$ cat config.mk
export PLATFORM = sky130hd
export DESIGN_NAME = spi_rx_deser
export DESIGN_NICKNAME = d
export VERILOG_FILES = /design/src/rtl/spi_pkg.sv /design/src/rtl/spi_rx_hold.sv /design/src/rtl/spi_rx_deser.sv
export SDC_FILE = /design/constraint.sdc
export NUM_CORES = 1
export LEC_CHECK = 0
export BUFFER_PORTS_ARGS = -buffer_cell sky130_fd_sc_hd__buf_2
export CAP_MARGIN = 20
export CORE_MARGIN = 2
export CORE_UTILIZATION = 47
export CTS_CLUSTER_SIZE = 16
export DETAILED_ROUTE_END_ITERATION = 10
export PLACE_DENSITY = 0.72
export SLEW_MARGIN = 20
export SYNTH_ARGS = -nofsm -noshare
export SYNTH_HDL_FRONTEND = slang
export SYNTH_SLANG_ARGS = --single-unit
$ cat constraint.sdc
create_clock -name clk -period 1.35 [get_ports clk]
set_input_delay 0.405 -clock clk [delete_from_list [all_inputs] [get_ports clk]]
set_output_delay 0.405 -clock clk [all_outputs]
set_load 0.03 [all_outputs]
$ cat src/rtl/spi_pkg.sv
// Shared SPI slave definitions: frame geometry,
// receive FSM states and command encodings.
package spi_pkg;

  localparam int DATA_W = 10;
  localparam int HDR_W  = 3;
  localparam int SH_W   = DATA_W - HDR_W;
  localparam int CNT_W  = 3;

  typedef enum logic [1:0] {
    IDLE    = 2'd0,
    SHIFT   = 2'd1,
    WAIT_SS = 2'd2
  } rx_state_t;

  // Command encodings on b9..b8
  typedef enum logic [1:0] {
    CMD_WR_ADDR = 2'b00,
    CMD_WR_DATA = 2'b01,
    CMD_RD_ADDR = 2'b10,
    CMD_RD_DATA = 2'b11
  } spi_cmd_t;

endpackage

$ cat src/rtl/spi_rx_hold.sv
// Valid/ready holding register for received words;
// a new word always wins and flags overrun if the old one was unread.
module spi_rx_hold
  import spi_pkg::*;
(
  input  logic              clk,
  input  logic              rst_n,
  input  logic              load,
  input  logic [DATA_W-1:0] word,
  input  logic              ready,
  output logic [DATA_W-1:0] data,
  output logic              valid,
  output logic              overrun
);

  always_ff @(posedge clk or negedge rst_n) begin
    if (!rst_n) begin
      data    <= '0;
      valid   <= 1'b0;
      overrun <= 1'b0;
    end else begin
      overrun <= load && valid && !ready;
      if (load) begin
        data  <= word;
        valid <= 1'b1;
      end else if (valid && ready) begin
        valid <= 1'b0;
      end
    end
  end

endmodule

$ cat src/rtl/spi_rx_deser.sv
// SPI slave receive deserializer: merges upstream header
// bits with the serial payload into one parallel word.
module spi_rx_deser
  import spi_pkg::*;
(
  input  logic              clk,
  input  logic              rst_n,
  input  logic              ss_n,
  input  logic              mosi,
  input  logic              dser_en,
  input  logic [HDR_W-1:0]  hdr,
  input  logic              rx_ready,
  output logic [DATA_W-1:0] rx_data,
  output logic              rx_valid,
  output logic              frame_err,
  output logic              overrun
);

  localparam logic [CNT_W-1:0] CNT_LAST = CNT_W'(SH_W - 1);

  rx_state_t         state, state_n;
  logic [CNT_W-1:0]  cnt, cnt_n;
  logic [SH_W-2:0]   shreg, shreg_n;
  logic [HDR_W-1:0]  hdr_q, hdr_n;
  logic              load;
  logic              abort;
  logic [DATA_W-1:0] word;

  // b0 is taken straight from mosi on the completing edge
  assign word = {hdr_q, shreg, mosi};

  always_ff @(posedge clk or negedge rst_n) begin
    if (!rst_n) begin
      state     <= IDLE;
      cnt       <= '0;
      shreg     <= '0;
      hdr_q     <= '0;
      frame_err <= 1'b0;
    end else begin
      state     <= state_n;
      cnt       <= cnt_n;
      shreg     <= shreg_n;
      hdr_q     <= hdr_n;
      frame_err <= abort;
    end
  end

  always_comb begin
    state_n = state;
    cnt_n   = cnt;
    shreg_n = shreg;
    hdr_n   = hdr_q;
    load    = 1'b0;
    abort   = 1'b0;
    unique case (state)
      IDLE: begin
        if (!ss_n && dser_en) begin
          state_n = SHIFT;
          shreg_n = {{(SH_W-2){1'b0}}, mosi};
          cnt_n   = CNT_W'(1);
          hdr_n   = hdr;
        end
      end
      SHIFT: begin
        if (ss_n || !dser_en) begin
          abort   = 1'b1;
          state_n = IDLE;
          cnt_n   = '0;
          shreg_n = '0;
        end else if (cnt == CNT_LAST) begin
          load    = 1'b1;
          state_n = WAIT_SS;
          cnt_n   = '0;
          shreg_n = '0;
        end else begin
          shreg_n = {shreg[SH_W-3:0], mosi};
          cnt_n   = cnt + CNT_W'(1);
        end
      end
      WAIT_SS: begin
        if (ss_n) state_n = IDLE;
      end
      default: state_n = IDLE;
    endcase
  end

  spi_rx_hold u_hold (
    .clk     (clk),
    .rst_n   (rst_n),
    .load    (load),
    .word    (word),
    .ready   (rx_ready),
    .data    (rx_data),
    .valid   (rx_valid),
    .overrun (overrun)
  );

endmodule

# [Yosys cells after proc, flatten, opt, wreduce, memory -nomap -nowiden]
# Index checks and enable logic that the tools add are counted.
[op_classes] add_sub_neg=1 multipliers=0 n_div=0 n_lt_le_gt_ge=0 eq_ne=6 shifts=0 n_mux=20 bitwise_logic=0 n_reduce_logical=14
[op_table] cell="6-bit two-way mux" n=3
[op_table] cell="6-bit one-hot mux with 2 select lines" n=1
[op_table] cell="3-bit two-way mux" n=3
[op_table] cell="2-bit two-way mux" n=4
[op_table] cell="1-bit two-way mux" n=7
[op_table] cell="2-bit one-hot mux with 3 select lines" n=1
[op_table] cell="3-bit one-hot mux with 2 select lines" n=1
[op_table] cell="1-bit logical AND" n=4
[op_table] cell="2-bit inequality test (second input constant)" n=2
[op_table] cell="2-bit AND reduction" n=2
[op_table] cell="2-bit nonzero test" n=2
[op_table] cell="3-bit by 1-bit adder with 3-bit output (second input constant)" n=1
[op_table] cell="3-bit == test (second input constant)" n=1
[op_table] cell="1-bit logical NOT" n=3
[op_table] cell="3-bit inequality test (second input constant)" n=1
[op_table] cell="3-bit AND reduction" n=1
[op_table] cell="2-bit by 1-bit == test with 1-bit output (second input constant)" n=1
[op_table] cell="2-bit == test (second input constant)" n=1
[op_table] cell="2-bit logical NOT" n=1
[op_table] cell="1-bit logical OR" n=1
[word_totals] register_bits=27 latchBits=0 ramBits=0 mem_bits_ro=0 input_bits=9 output_inout_bits=13 wordCells=49 n_memories=0

# [Depth between registers and ports, before layout]
# Gate-level depths: netlist (run 1).
[depth] ltp_word=6 depth_mapped=5 mapped_depth_nobuf=3

# [Cells and area by module]
# Synthesis (run 1) repeated with hierarchy kept, for this count alone.
[hier_totals] cells_unflattened=79 area_unflattened_um2=1178.6
[by_module_without_submodules] module="spi_rx_deser" instances=1 cells_per_inst=53 area_per_inst_um2=704.4
[by_module_without_submodules] module="spi_rx_hold" instances=1 cells_per_inst=26 area_per_inst_um2=474.2

# [Least setup slack after synthesis (run 1)]
# No wires, ideal clock.
[synth_path] path_type="reg-to-reg" from="register cnt[0]" to="register u_hold.data[0]" setup_time_ps=125 arrival_ps=1226 required_time_ps=1225 setup_slack_ps=-1 path_stages_with_launch=6 period_less_slack_ps=1351 path_cell_list="dfrtp_1 > and3b_1 > buf_6 > nand3_4 > buf_6 > mux2_4"
[synth_via] elab_chain_len=4
[synth_lines] item="start, declared" line="spi_rx_deser.sv:22" rtl="logic [CNT_W-1:0] cnt, cnt_n;"
[synth_lines] item="start signal, assigned" line="spi_rx_deser.sv:41" rtl="cnt <= cnt_n;"
[synth_lines] item="3-bit == test" line="spi_rx_deser.sv:70" rtl="end else if (cnt == CNT_LAST) begin"
[synth_lines] item="1-bit two-way mux" line="spi_rx_deser.sv:70"
[synth_lines] item="1-bit two-way mux" line="spi_rx_deser.sv:65" rtl="if (ss_n || !dser_en) begin"
[synth_lines] item="1-bit two-way mux" line="spi_rx_deser.sv:55" rtl="unique case (state)"
[synth_lines] item="end signal, assigned" line="spi_rx_hold.sv:24" rtl="data <= word;"
[synth_lines] item="end, declared" line="spi_rx_hold.sv:11" rtl="output logic [DATA_W-1:0] data,"
# Every way passes these cells.
# A chain may end at the register's enable or synchronous reset.

# [Worst setup path after layout (run 1)]
[layout_path] from="register cnt[0]" to="register u_hold.data[7]"
# Same word-level chain as after synthesis.

==> metrics.log, run 1 <==
[metrics] outcome: finished, final reports clean
[metrics] unrepaired setup endpoints after global routing: true
[metrics] pwr dens: 879 nW/µm²
[metrics] share of cells above drive strength 1: 55.2%
[metrics] Die H: 53.4 µm
[metrics] HPWL after detailed placement: 1590 µm
[metrics] Placed Cells incl. Taps: 140
[metrics] area added between synthesis and finish: 35.8%
[metrics] CP Launch Type: flop
[metrics] Post-synth ARST share: 100%
[metrics] Distinct cells, synth: 26
[metrics] most frequently used cell type in the post-synthesis netlist: sky130_fd_sc_hd__dfrtp_1
[metrics] floorplan die width: 53.4 µm
[metrics] termination of the worst setup path: u_hold.data[7]
[metrics] predominant post-synthesis flop cell: sky130_fd_sc_hd__dfrtp_1
[metrics] Max-slew headroom: 62.1%
[metrics] global-route wire length before repair: 3460 µm
[metrics] Pre-Repair DR Iteration Count: 4
[metrics] final instance area: 1560 µm²
[metrics] leftover overflow at the end of global routing: 0
[metrics] CTS sink cnt: 27
[metrics] Final nets: 135
[metrics] dominant cells by area after synthesis: sky130_fd_sc_hd__dfrtp_1 (59%), sky130_fd_sc_hd__mux2_4 (10%), sky130_fd_sc_hd__mux2_2 (4.9%)
[metrics] Slew Viols, Final: 0
[metrics] via total after detailed routing: 831
[metrics] die area: 2850 µm²
[metrics] first element of the critical path: cnt[0]
[metrics] proportion of synthesized chip area in sequential cells: 59.0%
[metrics] post-detailed-routing wire length: 2250 µm
[metrics] Peak supply drop: 0.875 mV
[metrics] critical path type: flop to flop
[metrics] worst endpoint required time: 1.58 ns
[metrics] cell type group with the largest total delay on the critical path: simple AND/OR/NAND/NOR gates
[metrics] maximum number of pins on one net before global-route repair: 28
[metrics] Yosys reg bits: 27
[metrics] iteration-0 DRC count of the detailed router: 15
[metrics] post-route clock period utilization: 98.6%
[metrics] I/O pin count: 22
[metrics] detailed-route DRC error count: 0
[metrics] CTS tree: built
[metrics] cell with the largest stage delay on the worst path: sky130_fd_sc_hd__dfrtp_1
[metrics] Placed Instance Area: 1370 µm²
[metrics] largest fanout on the critical path: 5
[metrics] leak pwr: 0.794 nW
[metrics] root buffer selected by CTS: sky130_fd_sc_hd__clkbuf_4
[metrics] total number of yosys warnings: 0
[metrics] stages on the worst setup path: 3
[metrics] average cell area after synthesis: 14.5 µm²
[metrics] Cell Chain, Critical Path: and3b_2 > nand3_2 > mux2_4
[metrics] most area-hungry cell type in the Yosys netlist: sky130_fd_sc_hd__dfrtp_1
[metrics] cell row count: 17
[metrics] Register-to-Register Setup Slack: 0.02 ns
[metrics] pre-CTS setup slack: -0.137 ns
[metrics] final RePlAce weighted congestion: 0.759
[metrics] top cell types by occurrence after synthesis: sky130_fd_sc_hd__dfrtp_1 (27), sky130_fd_sc_hd__mux2_4 (8), sky130_fd_sc_hd__nand2b_1 (6)
[metrics] final worst-path setup slack: 0.0188 ns
[metrics] final count of negative-setup-slack endpoints: 0
[metrics] Min-Delay Path Class: input pin to async pin
[metrics] Vias per Instance: 5.43
[metrics] Tightest Pin Transition: 0.569 ns
[metrics] final total power: 1.37 mW
[metrics] Yosys top cell area share: 59.0%
[metrics] number of nets in the synthesized netlist: 88
[metrics] peak per-stage delay on the critical path: 0.40 ns
[metrics] final non-filler cell total: 153
[metrics] worst-case reg-to-reg path depth: 3
[metrics] number of global-route vias before repair: 727
[metrics] number of instances in the synthesized netlist: 79
[metrics] gr usage total: 18.2%
[metrics] clock tree buffer depth: 2
[metrics] area of the mapped netlist: 1140 µm²
[metrics] core footprint: 2250 µm²
[metrics] number of buffers added on ports: 21
[metrics] launch point of the worst reg-to-reg path: cnt[0]
[metrics] Clk Latency, worst-skew pair: 0.33 ns
[metrics] achievable clock frequency: 751 MHz
[metrics] Inserted Clock Buffers: 3
[metrics] antenna violations before repair: 0
[metrics] Critical Path End Type: flop
[metrics] crit path buf inv count: 0
[metrics] Routed wire per std cell: 14.7 µm
[metrics] final worst clock skew: 0.00921 ns
[metrics] number of diodes added for antenna fixing: 0
[metrics] number of synthesized flops with an enable pin: 0
[metrics] CP arrival: 1.57 ns
[metrics] effective utilization at floorplan: 50.8%
[metrics] Critical R2R Capture: u_hold.data[7]
[metrics] remaining antenna violation count: 0
[metrics] post-layout min period: 1.33 ns
[metrics] H-tree levels: 1
[metrics] max cap viols: 0
[metrics] final hold violations: 0
[metrics] clock slew at the register clock pins of the worst setup and hold paths: 0.14 ns
-- stage by stage --
step,hold WS [ns],utilization [%],TNS [ns]
2_1_floorplan,0.109,-,-0.00625
3_3_place_gp,0.431,60.8,-1.66
3_5_place_dp,0.427,60.8,-2.39
4_1_cts,0.0498,62.9,0
5_1_grt,0.0561,69.0,-0.100
6_report,0.0422,69.0,0
-- worst min-delay path by stage --
stage,endpoint,slack (ns),cells after the start
after floorplan,cnt[0],0.11,0
after global placement,u_hold.data[6],0.43,1
after detailed placement,u_hold.data[6],0.43,1
after CTS,u_hold.data[6],0.05,1
after global routing,u_hold.data[3],0.06,1
final,u_hold.data[6],0.04,1
-- layout by cell type (no fill, tap or decap) --
| master | count |
|---|---|
| sky130_fd_sc_hd__o21a_1 | 1 |
| sky130_fd_sc_hd__nor2_1 | 2 |
| sky130_fd_sc_hd__buf_2 | 8 |
| sky130_fd_sc_hd__a21oi_1 | 1 |
| sky130_fd_sc_hd__a22o_1 | 5 |
| sky130_fd_sc_hd__clkinvlp_4 | 1 |
| sky130_fd_sc_hd__dfrtp_1 | 27 |
| sky130_fd_sc_hd__a22oi_1 | 1 |
| sky130_fd_sc_hd__o21ai_0 | 2 |
| sky130_fd_sc_hd__a21boi_0 | 1 |
| sky130_fd_sc_hd__nor3_4 | 1 |
| sky130_fd_sc_hd__mux2_2 | 5 |
| sky130_fd_sc_hd__mux2_4 | 8 |
| sky130_fd_sc_hd__nand3_2 | 1 |
| sky130_fd_sc_hd__or2b_1 | 1 |
| sky130_fd_sc_hd__clkbuf_4 | 3 |
| sky130_fd_sc_hd__nor3b_1 | 1 |
| sky130_fd_sc_hd__nand3_4 | 1 |
| sky130_fd_sc_hd__nand2_1 | 3 |
| sky130_fd_sc_hd__o21bai_2 | 1 |
| sky130_fd_sc_hd__nor3_2 | 1 |
| sky130_fd_sc_hd__buf_4 | 25 |
| sky130_fd_sc_hd__and2b_4 | 1 |
| sky130_fd_sc_hd__nand3_1 | 1 |
| sky130_fd_sc_hd__a32o_1 | 2 |
| sky130_fd_sc_hd__o22ai_1 | 1 |
| sky130_fd_sc_hd__o221ai_1 | 1 |
| sky130_fd_sc_hd__and3b_2 | 1 |
| sky130_fd_sc_hd__and2b_2 | 1 |
| sky130_fd_sc_hd__nand2b_1 | 6 |
| sky130_fd_sc_hd__buf_6 | 11 |
-- layer usage --
layer  vias up  wire length [µm]  global-route usage, %
li1        383                 -                      -
met4         0                36                   7.69
met2        20              1190                   29.0
met3         5                97                   5.93
met5         -                 0                      0
met1       423               925                   22.4
-- state kept, by name (all words and copies together), names as in the netlist --
name	count
cnt	3
frame_err	1
hdr_q	3
shreg	6
state	2
u_hold.data	10
u_hold.overrun	1
u_hold.valid	1
-- timing repair --
action | in CTS | in global routing
setup buffers | 1 | 7
hold buffers | 0 | 0
endpoints found under the setup margin | 11 | 26
cloned | 1 | 0
gates resized for setup | 1 | 39
pin swaps | 1 | 1
-- layout make-up --
cell class | count | area, µm²
well taps | 28 | 35.0
clock buffers | 3 | 22.5
repair buffers | 44 | 352
flip-flops and latches | 27 | 676
clock inverters | 1 | 7.51
multi-input cells | 50 | 463
fillers | 174 | 699
-- where the power goes --
| group | leakage (nW) | internal (mW) | total [mW] | switching (mW) |
|---|---|---|---|---|
| Clock | 0.0139 | 0.114 | 0.344 | 0.230 |
| Combinational | 0.417 | 0.0812 | 0.158 | 0.0765 |
| Sequential | 0.364 | 0.842 | 0.866 | 0.0236 |
-- kinds of logic (layout without fill, tap and decap cells) --
kind of cell           after synthesis  after routing  share of synthesized area, %
flip-flops                          27             27                          59.0
buffers and inverters                3             48                          2.40
AND/OR/NAND/NOR                     20             21                          12.4
AO/OA/AOI/OAI                       16             16                          10.8
multiplexers                        13             13                          15.4
No activity file was read; power rests on OpenSTA's default activity.
==> run 2, diff against run 1 <==
--- a/config.mk
+++ b/config.mk
@@ -8,10 +8,9 @@
 export BUFFER_PORTS_ARGS = -buffer_cell sky130_fd_sc_hd__buf_2
 export CAP_MARGIN = 20
 export CORE_MARGIN = 2
-export CORE_UTILIZATION = 47
+export CORE_UTILIZATION = 40
 export CTS_CLUSTER_SIZE = 16
 export DETAILED_ROUTE_END_ITERATION = 10
-export PLACE_DENSITY = 0.72
 export SLEW_MARGIN = 20
 export SYNTH_ARGS = -nofsm -noshare
 export SYNTH_HDL_FRONTEND = slang
==> metrics.log, run 2 (synthesized netlist as in run 1, its figures left out) <==
[metrics] crit path buf inv count: 0 (unchanged)
[metrics] Max-slew headroom: 77.4% (+15 points)
[metrics] leak pwr: 0.790 nW (-0.53%)
[metrics] Min-Delay Path Class: input pin to async pin
[metrics] final count of negative-setup-slack endpoints: 0 (unchanged)
[metrics] share of cells above drive strength 1: 54.8% (-0.36 points)
[metrics] post-layout min period: 1.34 ns (+0.00905 ns)
[metrics] cell with the largest stage delay on the worst path: sky130_fd_sc_hd__dfrtp_1
[metrics] CTS tree: built
[metrics] die area: 3310 µm² (+16%)
[metrics] detailed route wirelength on metal2: 1100 µm (-7.8%)
[metrics] H-tree levels: 1 (unchanged)
[metrics] iteration-0 DRC count of the detailed router: 21 (+6)
[metrics] Clk Latency, worst-skew pair: 0.33 ns (about the same)
[metrics] Final nets: 134 (-0.74%)
[metrics] Die H: 57.5 µm (+7.8%)
[metrics] antenna violations before repair: 0 (unchanged)
[metrics] leftover overflow at the end of global routing: 0 (unchanged)
[metrics] most common library cell in the layout ignoring fill and taps: sky130_fd_sc_hd__dfrtp_1
[metrics] post-route clock period utilization: 99.3% (+0.67 points)
[metrics] worst-case reg-to-reg path depth: 3 (unchanged)
[metrics] number of diodes added for antenna fixing: 0 (unchanged)
[metrics] I/O pin count: 22 (unchanged)
[metrics] number of buffers added on ports: 21 (unchanged)
[metrics] area added between synthesis and finish: 36.2%
[metrics] CTS sink cnt: 27 (unchanged)
[metrics] Post-Route M1 WL: 1020 µm (+11%)
[metrics] fraction of the core area covered by cells at the end of the flow: 57.0% (-12 points)
[metrics] clock tree buffer depth: 2 (unchanged)
[metrics] Pre-Repair DR Iteration Count: 4 (unchanged)
[metrics] HPWL after detailed placement: 1390 µm (-13%)
[metrics] Critical R2R Capture: u_hold.data[8]
[metrics] Register-to-Register Setup Slack: 0.01 ns (about the same)
[metrics] Cell Chain, Critical Path: and2b_4 > nand3_4 > mux2_4
[metrics] core footprint: 2730 µm² (+21%)
[metrics] amount of wire on met3 after detailed routing: 100 µm (+3.1%)
[metrics] effective utilization at floorplan: 41.9% (-8.9 points)
[metrics] Tightest Pin Transition: 0.339 ns (-0.230 ns)
[metrics] maximum number of pins on one net before global-route repair: 28 (unchanged)
[metrics] CP Launch Type: flop
[metrics] cell row count: 19 (+2)
[metrics] pwr dens: 884 nW/µm² (+0.57%)
[metrics] via total after detailed routing: 795 (-4.3%)
[metrics] cell type group with the largest total delay on the critical path: simple AND/OR/NAND/NOR gates
[metrics] final RePlAce weighted congestion: 0.792 (+4.3%)
[metrics] final worst clock skew: 0.00255 ns (-0.00666 ns)
[metrics] Top Registers: u_hold.data: 10 flops, shreg: 6 flops
[metrics] final hold violations: 0 (unchanged)
[metrics] achievable clock frequency: 746 MHz (-0.68%)
[metrics] detailed-route DRC error count: 0 (unchanged)
[metrics] final hold slack: 0.0317 ns (-0.0105 ns)
[metrics] Routed wire per std cell: 14.6 µm (-1.1%)
[metrics] clock slew at the register clock pins of the worst setup and hold paths: 0.14 ns (about the same)
[metrics] Critical Path End Type: flop
[metrics] register containing the most flip-flops in the final layout: u_hold.data
[metrics] critical path type: flop to flop
[metrics] topmost layer with routed signal wires: met4
[metrics] post-detailed-routing wire length: 2260 µm (+0.18%)
[metrics] floorplan die width: 57.5 µm (+7.8%)
[metrics] outcome: finished, final reports clean
[metrics] root buffer selected by CTS: sky130_fd_sc_hd__clkbuf_4
[metrics] gr usage total: 14.1% (-4.1 points)
[metrics] Inserted Clock Buffers: 3 (unchanged)
[metrics] unrepaired setup endpoints after global routing: true
[metrics] global-route wire length before repair: 3490 µm (+1.0%)
[metrics] CP arrival: 1.58 ns (about the same)
[metrics] flip-flop count of the largest register, all copies and words added: 10 (unchanged)
[metrics] Slew Viols, Final: 0 (unchanged)
[metrics] leading cell types in the layout, fill and taps excluded: sky130_fd_sc_hd__dfrtp_1 (27), sky130_fd_sc_hd__buf_4 (24), sky130_fd_sc_hd__buf_6 (11)
[metrics] remaining antenna violation count: 0 (unchanged)
[metrics] worst endpoint required time: 1.59 ns (about the same)
[metrics] max cap viols: 0 (unchanged)
[metrics] peak per-stage delay on the critical path: 0.45 ns (+0.05 ns)
[metrics] launch point of the worst reg-to-reg path: state[1]
[metrics] largest fanout on the critical path: 6 (+1)
[metrics] number of global-route vias before repair: 736 (+1.2%)
[metrics] Vias per Instance: 5.13 (-5.6%)
[metrics] Peak supply drop: 0.786 mV (-10%)
==> run 2: where the power goes <==
group,leakage [nW],internal (mW),switching (mW)
clock network,0.0139,0.114,0.246
logic,0.412,0.0796,0.0752
registers,0.364,0.842,0.0215
==> run 2: through the flow <==
step | total power [mW] | TNS, ns | instance area, µm² | cells | setup WS, ns
after floorplan | 0.951 | -0.00625 | 1140 | 79 | -0.000782
after global placement | 1.02 | -1.96 | 1370 | 143 | -0.114
after detailed placement | 1.03 | -2.35 | 1370 | 143 | -0.135
after CTS | 1.40 | 0 | 1420 | 148 | 0.00553
after global routing | 1.46 | -0.0938 | 1560 | 155 | -0.0149
final | 1.38 | 0 | 1560 | 155 | 0.00976
==> run 2: layer usage <==
metal | track usage [%] | vias up
met5 | 0 | -
met4 | 5.98 | 0
met3 | 4.08 | 4
met2 | 20.6 | 21
met1 | 19.6 | 391
li1 | - | 379
==> run 2: how the worst max path moves through the flow <==
stage	start	endpoint	slack (ns)	depth (start not counted)
floorplan	cnt[0]	u_hold.data[0]	-0.0008	5
global placement	ss_n	u_hold.data[6]	-0.11	4
detailed placement	ss_n	shreg[3]	-0.13	4
CTS	u_hold.data[8]	rx_data[8]	0.006	1
global route	state[1]	u_hold.data[3]	-0.01	3
finish	state[1]	u_hold.data[8]	0.01	3
==> run 2: repair_timing <==
action	in CTS	in global routing
setup buffers	0	8
cloned	1	0
hold buffers	0	0
setup endpoints to repair	10	24
pin swaps	1	4
gates resized for setup	1	40
==> run 2: final cells by class <==
type / instances / area, µm²
clock buffers: 3 / 22.5
clock inverters: 1 / 7.51
fillers: 235 / 1170
multi-input cells: 50 / 470
flip-flops and latches: 27 / 676
well taps: 31 / 38.8
repair buffers: 43 / 344
